==> src/rtl/dmem_arbiter.sv <==
// dmem_arbiter: shares the single-port data RAM between master 0 (CPU load/store path)
// and master 1 (UART loader / debug port).
//
// Ports:
//   clock, reset          system clock, asynchronous active-high reset
//   mX_req/we/addr/wdata  request from master X (fields stable until granted)
//   mX_gnt                combinational grant, the access happens this cycle
//   mX_rvalid/rdata       registered read return, one cycle after a read grant
//   ram_we/addr/wdata     RAM drive (combinational from the grant mux)
//   ram_rdata             RAM read data; the RAM runs on the inverted clock, so data for
//                         the address driven in cycle N is stable before its closing edge
module dmem_arbiter #(
    parameter int unsigned ADDR_W       = 14,
    parameter int unsigned DATA_W       = 32,
    parameter int unsigned M0_BURST_MAX = 4
) (
    input  logic              clock,
    input  logic              reset,
    input  logic              m0_req,
    input  logic              m0_we,
    input  logic [31:0]       m0_addr,
    input  logic [DATA_W-1:0] m0_wdata,
    output logic              m0_gnt,
    output logic              m0_rvalid,
    output logic [DATA_W-1:0] m0_rdata,
    input  logic              m1_req,
    input  logic              m1_we,
    input  logic [31:0]       m1_addr,
    input  logic [DATA_W-1:0] m1_wdata,
    output logic              m1_gnt,
    output logic              m1_rvalid,
    output logic [DATA_W-1:0] m1_rdata,
    output logic              ram_we,
    output logic [ADDR_W-1:0] ram_addr,
    output logic [DATA_W-1:0] ram_wdata,
    input  logic [DATA_W-1:0] ram_rdata
);

    localparam int unsigned BurstW = $clog2(M0_BURST_MAX + 1);

    typedef enum logic {PrioM0, PrioM1} prio_e;

    prio_e              ptr_q, ptr_d;
    logic [BurstW-1:0]  burst_q, burst_d;
    logic [ADDR_W-1:0]  addr_q, addr_d;
    logic [DATA_W-1:0]  wdata_q, wdata_d;
    logic               rvalid0_q, rvalid0_d, rvalid1_q, rvalid1_d;
    logic [DATA_W-1:0]  rdata0_q, rdata0_d, rdata1_q, rdata1_d;
    logic               gnt0, gnt1;

    // Byte-lane and upper address bits are deliberately ignored.
    logic unused_addr_bits;
    assign unused_addr_bits = ^{m0_addr[31:ADDR_W+2], m0_addr[1:0],
                                m1_addr[31:ADDR_W+2], m1_addr[1:0]};

    // Arbitration from registered pointer/burst state; nothing is granted during reset.
    always_comb begin
        gnt0 = 1'b0;
        gnt1 = 1'b0;
        if (!reset) begin
            if (m0_req && m1_req) begin
                if (burst_q >= BurstW'(M0_BURST_MAX)) begin
                    gnt1 = 1'b1;
                end else if (ptr_q == PrioM1) begin
                    gnt1 = 1'b1;
                end else begin
                    gnt0 = 1'b1;
                end
            end else if (m0_req) begin
                gnt0 = 1'b1;
            end else if (m1_req) begin
                gnt1 = 1'b1;
            end
        end
    end

    // RAM drive; address and write data hold their last value when idle.
    always_comb begin
        ram_we    = 1'b0;
        ram_addr  = addr_q;
        ram_wdata = wdata_q;
        if (gnt0) begin
            ram_we    = m0_we;
            ram_addr  = m0_addr[ADDR_W+1:2];
            ram_wdata = m0_wdata;
        end else if (gnt1) begin
            ram_we    = m1_we;
            ram_addr  = m1_addr[ADDR_W+1:2];
            ram_wdata = m1_wdata;
        end
    end

    always_comb begin
        addr_d  = ram_addr;
        wdata_d = ram_wdata;

        ptr_d = ptr_q;
        if (gnt0) begin
            ptr_d = PrioM1;
        end else if (gnt1) begin
            ptr_d = PrioM0;
        end

        burst_d = burst_q;
        if (gnt1 || !m1_req) begin
            burst_d = '0;
        end else if (gnt0 && (burst_q < BurstW'(M0_BURST_MAX))) begin
            burst_d = burst_q + 1'b1;
        end

        rvalid0_d = gnt0 & ~m0_we;
        rvalid1_d = gnt1 & ~m1_we;
        rdata0_d  = rvalid0_d ? ram_rdata : rdata0_q;
        rdata1_d  = rvalid1_d ? ram_rdata : rdata1_q;
    end

    always_ff @(posedge clock or posedge reset) begin
        if (reset) begin
            ptr_q     <= PrioM0;
            burst_q   <= '0;
            addr_q    <= '0;
            wdata_q   <= '0;
            rvalid0_q <= 1'b0;
            rvalid1_q <= 1'b0;
            rdata0_q  <= '0;
            rdata1_q  <= '0;
        end else begin
            ptr_q     <= ptr_d;
            burst_q   <= burst_d;
            addr_q    <= addr_d;
            wdata_q   <= wdata_d;
            rvalid0_q <= rvalid0_d;
            rvalid1_q <= rvalid1_d;
            rdata0_q  <= rdata0_d;
            rdata1_q  <= rdata1_d;
        end
    end

    assign m0_gnt    = gnt0;
    assign m1_gnt    = gnt1;
    assign m0_rvalid = rvalid0_q;
    assign m1_rvalid = rvalid1_q;
    assign m0_rdata  = rdata0_q;
    assign m1_rdata  = rdata1_q;

endmodule

==> config.mk <==
export PLATFORM = sky130hd
export DESIGN_NAME = dmem_arbiter
export DESIGN_NICKNAME = d
export VERILOG_FILES = /design/src/rtl/dmem_arbiter.sv
export SDC_FILE = /design/constraint.sdc
export NUM_CORES = 1
export LEC_CHECK = 0
export ABC_AREA = 1
export ABC_CLOCK_PERIOD_IN_PS = 4800
export CORE_MARGIN = 2
export CORE_UTILIZATION = 39
export CTS_CLUSTER_SIZE = 14
export DETAILED_ROUTE_END_ITERATION = 6
export PLACE_DENSITY = 0.8
export SLEW_MARGIN = 20
export SYNTH_ARGS = -nofsm -noshare
export SYNTH_HDL_FRONTEND = slang
export SYNTH_SLANG_ARGS = --single-unit
==> constraint.sdc <==
create_clock -name clock -period 4.8 [get_ports clock]
set_input_delay 0.72 -clock clock [delete_from_list [all_inputs] [get_ports clock]]
set_output_delay 0.72 -clock clock [all_outputs]
set_load 0.005 [all_outputs]
==> qor.log, run 1 <==
[global_routing] largest net degree at the start of global routing 50
[critical_path] setup slack, reg-to-reg 2370 ps
[min_path] worst hold path depth 2
[cts] clock tree from TritonCTS built
[power_and_ir_drop] Switch Pwr 0.0009411 W
[critical_path] Largest stage delay, worst path 660 ps
[power_and_ir_drop] switching share of power 0.2699
[cts] Clock transition at path regs 60 ps
[critical_path] reg-to-reg startpoint burst_q[2]$_DFFE_PP0P_
[run] # Max-Cap Violations 0
[critical_path] type of the worst setup path in2out
[yosys] number of flip-flops and latches in the synthesized netlist 116
[critical_path] critical path launch point reset
[yosys] syn_nets 830
[floorplanning] total die area 14670 um2
[sta] final setup violating endpoints 0
[critical_path] kind of cell with the highest combined delay on the critical path buffers and inverters
[cts] root buffer selected by CTS clkbuf_16
[global_routing] Total GRT Usage 0.2287
[min_path] worst hold path type reg2reg
[sta] maximum achievable frequency 261.0 MHz
[critical_path] WP data arrival 3110 ps
[sta] final clock skew 8.529 ps
[cells_and_area] top library cells by usage in the layout, fill and taps aside nand2_1, clkdlybuf4s50_1, dfrtp_1
[cells_and_area] most common cell after layout, fill and taps aside nand2_1
[critical_path] required time worst endpoint 4080 ps
[sta] Period Utilization, post-route 0.7983
[power_and_ir_drop] power density over cell area 409.5 nW/um2
[power_and_ir_drop] Clock Power Share 0.381
[critical_path] kind of end point of the critical path primary output
[power_and_ir_drop] proportion of power drawn by combinational gates 0.262
[cts] number of post-CTS setup repair buffers 0
[cells_and_area] final core area utilization 0.6404
[cts] CTS buffer count 17
[critical_path] Critical Path Source Type primary input
[detailed_routing] post-route ant nets 0
[floorplanning] x dimension of the die 121.1 um
[detailed_routing] detailed-route via count 5136
[yosys] Mean Syn Cell Area 8.068 um2
[critical_path] worst reg2reg path depth 6
[global_routing] wire length of the first global-routing pass 25810 um
[cells_and_area] count of inserted antenna diode cells 0
[cts] quantity of hold-fixing buffers added after cts 0
[yosys] post-synthesis cell area 5349 um2
[yosys] gate count of the mapped netlist 663
[yosys] yosys warns 0
[floorplanning] Starting Density 0.4023
[sta] post-layout min period 3832 ps
[cells_and_area] Area growth syn-to-layout 59.18%
[critical_path] cell-by-cell listing of the critical path clkdlybuf4s50_1, nor2_2, nand2_2, inv_2, nand2_1, nand2_1, clkdlybuf4s50_1
[yosys] count of distinct cell types in the synthesized netlist 21
[global_routing] number of antenna violations at the first check in global routing 0
[cts] CTS H-Tree Depth 4
[power_and_ir_drop] Flop pwr share 0.357
[sta] slew at the pin closest to its max-slew limit 911.8 ps
[detailed_routing] number of design-rule violations left by the first detailed-router iteration 247
[sta] headroom to the max-slew limit 0.3913
[detailed_routing] wirelength, routed 16480 um
[global_routing] leftover overflow at the end of global routing 0
[power_and_ir_drop] cell internal pwr 0.002546 W
[cells_and_area] fraction of layout cells with a size suffix above 1 0.05947
[detailed_routing] 1st-pass router iterations 7
[power_and_ir_drop] maximum vdd drop 289.2 uV
[detailed_routing] average vias per placed instance 4.738
[detailed_routing] DRC violation count after routing 0
[placed_design] number of buffer cells added on primary ports 244
[sta] RSZ-0062 raised after global routing false
[sta] setup TNS 0 ps
[floorplanning] Core Area 13300 um2
[cts] CTS Sinks 116
[power_and_ir_drop] Leakage 4.139 nW
[run_status] status finished, final reports clean
[cts] Resized Gates After CTS 0
[placed_design] gpl congestion 0.8208
[detailed_routing] wire per inst 15.20 um
[floorplanning] I/O pin cnt 281
[yosys] sequential share of the synthesized area 0.5427
[critical_path] termination of the worst setup path ram_wdata[11]
[floorplanning] number of cell rows 42
[cells_and_area] Fill cells 1135
[floorplanning] die boundary height 121.1 um
[critical_path] destination of the worst register-to-register timing path m0_rdata[19]$_DFFE_PP0P_
[placed_design] hpwl dp 10960 um
[sta] final count of pins violating max slew 0
[critical_path] number of logic stages on the critical path including buffering 7
[global_routing] number of global-route vias before repair 5081
[cells_and_area] Nets 1062
[sta] Fin. Hold Viols 0
[critical_path] library cell contributing the largest single delay on the critical path inv_2
[critical_path] Worst Path Buf+Inv 3
[cts] clk_lat worst skew 420 ps
[critical_path] Max Fanout on Critical Path 48
[cts] maximum clock insertion buffer count 2
==> kinds of logic (layout without fill, tap and decap cells) <==
family | count (synthesis) | in the layout | synth area share
compound gates | 37 | 37 | 0.03532
fa+ha+maj | 1 | 1 | 0.002339
buf+inv | 99 | 344 | 0.08140
flops | 116 | 116 | 0.5427
simple gates | 410 | 410 | 0.3382
==> cell type report <==
cell class	instances	area, um2	area share
clock inverter	13	173.9	0.02043
timing repair buffer	253	2522	0.2963
clock buffer	19	452.9	0.05320
sequential	116	2903	0.3409
inverter	59	224.0	0.02630
multi-input combinational	448	2018	0.2370
tap	176	220.2	0.02586
==> per-layer routing <==
| layer | vias to the layer above | share of wire | global-route usage |
|---|---|---|---|
| met1 | 2372 | 0.40 | 0.2677 |
| li1 | 2531 | - | - |
| met2 | 199 | 0.48 | 0.3831 |
| met3 | 34 | 0.089 | 0.07895 |
| met5 | - | 0 | 0 |
| met4 | 0 | 0.030 | 0.09302 |
==> worst reg2reg max path: stages, from the launching register on <==
cell and delay [ps]:
dfrtp_1 390, o21ai_2 230, nand2_2 80, inv_2 660
nand2_2 650, nand2_1 220, nand2_1 70
==> through the flow <==
step	power, W	std cells	hold WS, ps	setup slack (ps)	instance area [um2]
2_1_floorplan	0.001588	663	465.4	988.7	5349
3_3_place_gp	0.002155	1052	453.7	980.3	7885
3_5_place_dp	0.002177	1052	457.4	982.4	7885
4_1_cts	0.003521	1084	471.8	974.6	8512
5_1_grt	0.003672	1084	491.6	731.4	8514
6_report	0.003487	1084	471.0	968.1	8514
==> worst min path at each step <==
stage / start / slack, ps / end
CTS: m0_rdata[3]$_DFFE_PP0P_ / 470 / m0_rdata[3]$_DFFE_PP0P_
global route: m0_rdata[26]$_DFFE_PP0P_ / 490 / m0_rdata[26]$_DFFE_PP0P_
floorplan: m0_rdata[0]$_DFFE_PP0P_ / 470 / m0_rdata[0]$_DFFE_PP0P_
finish: m0_rdata[26]$_DFFE_PP0P_ / 470 / m0_rdata[26]$_DFFE_PP0P_
global placement: m0_rdata[26]$_DFFE_PP0P_ / 450 / m0_rdata[26]$_DFFE_PP0P_
detailed placement: m0_rdata[26]$_DFFE_PP0P_ / 460 / m0_rdata[26]$_DFFE_PP0P_
==> power by group through the flow <==
stage	Sequential [W]	Combinational, W	Clock [W]
floorplan	0.00126	0.000324	0
global placement	0.00125	0.000904	0
detailed placement	0.00126	0.000918	0
CTS	0.00124	0.000927	0.00135
global route	0.00127	0.00101	0.00140
finish	0.00124	0.000914	0.00133
==> state kept, by name, summed over array words and instances (netlist names) <==
signal and cells:
m0_rdata 32, m1_rdata 32, burst_q 3, m0_rvalid 1
m1_rvalid 1, ptr_q 1, wdata_q 32, addr_q 14
==> Yosys cell counts <==
cell        n  area, um2
nand4_1     2      12.51
o21ai_2     1      8.760
dfrtp_1   116       2903
nand2_2     2      12.51
nand2_1   304       1141
nor2_2      2      12.51
inv_2       3      11.26
a21oi_1     3      15.01
o21ai_0    33      165.2
buf_1       1      3.750
inv_1      56      210.2
buf_6       1      11.26
buf_2      15      75.07
buf_4      10      75.07
clkbuf_1   13      48.80
nor2_4      2      22.52
ha_1        1      12.51
nand3_1    49      245.2
nor2_1      2      7.510
nand3b_1   46      345.3
nand3_2     1      10.01
(Power assumes the default switching activity.)
==> run 2: changes to the inputs <==
--- a/config.mk
+++ b/config.mk
@@ -6,7 +6,7 @@
 export NUM_CORES = 1
 export LEC_CHECK = 0
 export ABC_AREA = 1
-export ABC_CLOCK_PERIOD_IN_PS = 4800
+export ABC_CLOCK_PERIOD_IN_PS = 3700
 export CORE_MARGIN = 2
 export CORE_UTILIZATION = 39
 export CTS_CLUSTER_SIZE = 14
==> constraint.sdc (replaced) <==
create_clock -name clock -period 3.7 [get_ports clock]
set_input_delay 0.555 -clock clock [delete_from_list [all_inputs] [get_ports clock]]
set_output_delay 0.555 -clock clock [all_outputs]
set_load 0.005 [all_outputs]
==> run 2 against run 1 <==
  * Die area unchanged
  * Global-route usage decreased by 0.73 points
  * Final area grew 0.26%
  * Final cell count up 0.28%
  * Sequential share of layout area is 0.090 points lower
  * Combinational power grew 30%
  * Via count shrank 0.33%
  * Total power grew 29%
  * Wire length decreased by 2.3%
  * First-iteration DRC count up 39%
  * Highest routed layer unchanged
==> qor.log, run 2 (synthesized netlist as in run 1, its figures left out) <==
[power_and_ir_drop] power density over cell area 525.8 nW/um2 [+28%]
[sta] maximum achievable frequency 319.1 MHz
[critical_path] required time worst endpoint 3140 ps [-940 ps]
[global_routing] met1 Usage GRT 0.2780 [+0.01034]
[critical_path] worst reg2reg path depth 7 [+1]
[critical_path] setup slack, reg-to-reg 1750 ps [-620 ps]
[detailed_routing] average vias per placed instance 4.709 [-0.61%]
[cts] Clock transition at path regs 60 ps [about the same]
[global_routing] leftover overflow at the end of global routing 0 [unchanged]
[floorplanning] total die area 14670 um2 [unchanged]
[placed_design] Placement Setup Slack 554.2 ps [-428.2 ps]
[cts] CTS buffer count 17 [unchanged]
[floorplanning] Core Area 13300 um2 [unchanged]
[sta] slew at the pin closest to its max-slew limit 784.0 ps [-127.8 ps]
[cts] maximum clock insertion buffer count 2 [unchanged]
[detailed_routing] DRC violation count after routing 0 [unchanged]
[critical_path] critical path launch point reset
[placed_design] gpl congestion 0.7871 [-4.1%]
[floorplanning] die boundary height 121.1 um [unchanged]
[cells_and_area] count of inserted antenna diode cells 0 [unchanged]
[sta] headroom to the max-slew limit 0.4761 [+0.08485]
[min_path] worst hold path depth 2 [unchanged]
[cells_and_area] Nets 1065 [+0.28%]
[detailed_routing] detailed-route via count 5119 [-0.33%]
[cts] number of post-CTS setup repair buffers 0 [unchanged]
[floorplanning] Starting Density 0.4023 [unchanged]
[detailed_routing] wirelength, routed 16100 um [-2.3%]
[critical_path] termination of the worst setup path ram_we
[min_path] startpoint of the tightest hold check path m0_rdata[8]$_DFFE_PP0P_
[global_routing] wire length of the first global-routing pass 25120 um [-2.7%]
[min_path] worst hold path type reg2reg
[cts] clock tree from TritonCTS built
[global_routing] Total GRT Usage 0.2214 [-0.007261]
[sta] RSZ-0062 raised after global routing false
[run] # Max-Cap Violations 0 [unchanged]
[critical_path] reg-to-reg startpoint burst_q[2]$_DFFE_PP0P_
[placed_design] number of buffer cells added on primary ports 244 [unchanged]
[sta] Period Utilization, post-route 0.8469
[power_and_ir_drop] Leakage 4.150 nW [+0.27%]
[cells_and_area] top library cells by usage in the layout, fill and taps aside nand2_1, clkdlybuf4s50_1, dfrtp_1
[sta] final clock skew 6.267 ps [-2.262 ps]
[cts] CTS Sinks 116 [unchanged]
[floorplanning] x dimension of the die 121.1 um [unchanged]
[detailed_routing] post-route ant nets 0 [unchanged]
[cts] CTS H-Tree Depth 4 [unchanged]
[sta] final count of pins violating max slew 0 [unchanged]
[power_and_ir_drop] maximum vdd drop 377.3 uV [+30%]
[cells_and_area] Area growth syn-to-layout 59.60%
[floorplanning] number of cell rows 42 [unchanged]
[global_routing] met3 track utilization from global routing 0.07143 [-0.007519]
[placed_design] hpwl dp 10680 um [-2.5%]
[cts] quantity of hold-fixing buffers added after cts 0 [unchanged]
[detailed_routing] number of design-rule violations left by the first detailed-router iteration 343 [+39%]
[sta] post-layout min period 3134 ps
[run_status] status finished, final reports clean
[sta] final setup violating endpoints 0 [unchanged]
[cells_and_area] fraction of layout cells with a size suffix above 1 0.06147 [+0.002000]
[critical_path] Critical Path Source Type primary input
[critical_path] kind of end point of the critical path primary output
[global_routing] largest net degree at the start of global routing 117 [+130%]
[detailed_routing] wire per inst 14.81 um [-2.6%]
[cells_and_area] most common cell after layout, fill and taps aside nand2_1
[sta] Fin. Hold Viols 0 [unchanged]
[critical_path] Max Fanout on Critical Path 48 [unchanged]
[cts] Resized Gates After CTS 0 [unchanged]
[global_routing] global routing met2 resource utilization 0.3564 [-0.02669]
[global_routing] number of global-route vias before repair 4798 [-5.6%]
[global_routing] GR peak layer met2
[cts] root buffer selected by CTS clkbuf_16
[floorplanning] I/O pin cnt 281 [unchanged]
[sta] setup TNS 0 ps [unchanged]
[critical_path] destination of the worst register-to-register timing path m1_rdata[6]$_DFFE_PP0P_
[sta] final setup slack of the worst path 566.5 ps [-401.6 ps]
[critical_path] WP data arrival 2580 ps [-530 ps]
[cts] clk_lat worst skew 410 ps [about the same]
[detailed_routing] 1st-pass router iterations 5 [-2]
[critical_path] type of the worst setup path in2out
[global_routing] number of antenna violations at the first check in global routing 0 [unchanged]
run 2: worst min-delay path by stage:
| stage | end | slack [ps] |
|---|---|---|
| floorplan | m0_rdata[0]$_DFFE_PP0P_ | 470 |
| global placement | m0_rdata[26]$_DFFE_PP0P_ | 450 |
| detailed placement | m0_rdata[11]$_DFFE_PP0P_ | 460 |
| CTS | m0_rdata[11]$_DFFE_PP0P_ | 470 |
| global route | m0_rdata[4]$_DFFE_PP0P_ | 490 |
| finish | m0_rdata[8]$_DFFE_PP0P_ | 470 |
run 2: report_power, final:
| group | internal, W | switching [W] | leakage, nW |
|---|---|---|---|
| clock | 0.00108 | 0.000603 | 0.290 |
| combinational | 0.000688 | 0.000498 | 2.44 |
| sequential | 0.00151 | 0.000102 | 1.42 |
| total | 0.00329 | 0.00120 | 4.15 |
run 2: final cells by class:
class / count / area [um2]
Clock buffer: 18 / 439.2
Multi-Input combinational cell: 448 / 2016
Sequential cell: 116 / 2903
Timing Repair Buffer: 256 / 2557
Inverter: 59 / 224.0
Fill cell: 1121 / 4758
Clock inverter: 14 / 177.7
Tap cell: 176 / 220.2
run 2: critical path, stage by stage:
cell and delay (ps):
clkdlybuf4s50_1 540, nor2_4 170, buf_4 470, nand3_1 140, a21oi_1 160, clkdlybuf4s50_1 550
run 2: routing by layer:
layer | routed length, um | part of all wire
met1 | 6752 | 0.42
met2 | 7846 | 0.49
met3 | 1219 | 0.076
met4 | 279 | 0.017
met5 | 0 | 0
run 2: through the flow:
| step | std cells | power (W) | utilization | hold WS (ps) | cell area, um2 |
|---|---|---|---|---|---|
| final | 1087 | 0.004489 | 0.6421 | 468.1 | 8537 |
| after global routing | 1087 | 0.004728 | 0.6421 | 492.4 | 8537 |
| after CTS | 1087 | 0.004533 | 0.6421 | 472.1 | 8537 |
| after detailed placement | 1055 | 0.002825 | 0.5957 | 457.4 | 7920 |
| after global placement | 1055 | 0.002799 | 0.5957 | 453.3 | 7920 |
| after floorplan | 663 | 0.002060 | - | 465.4 | 5349 |
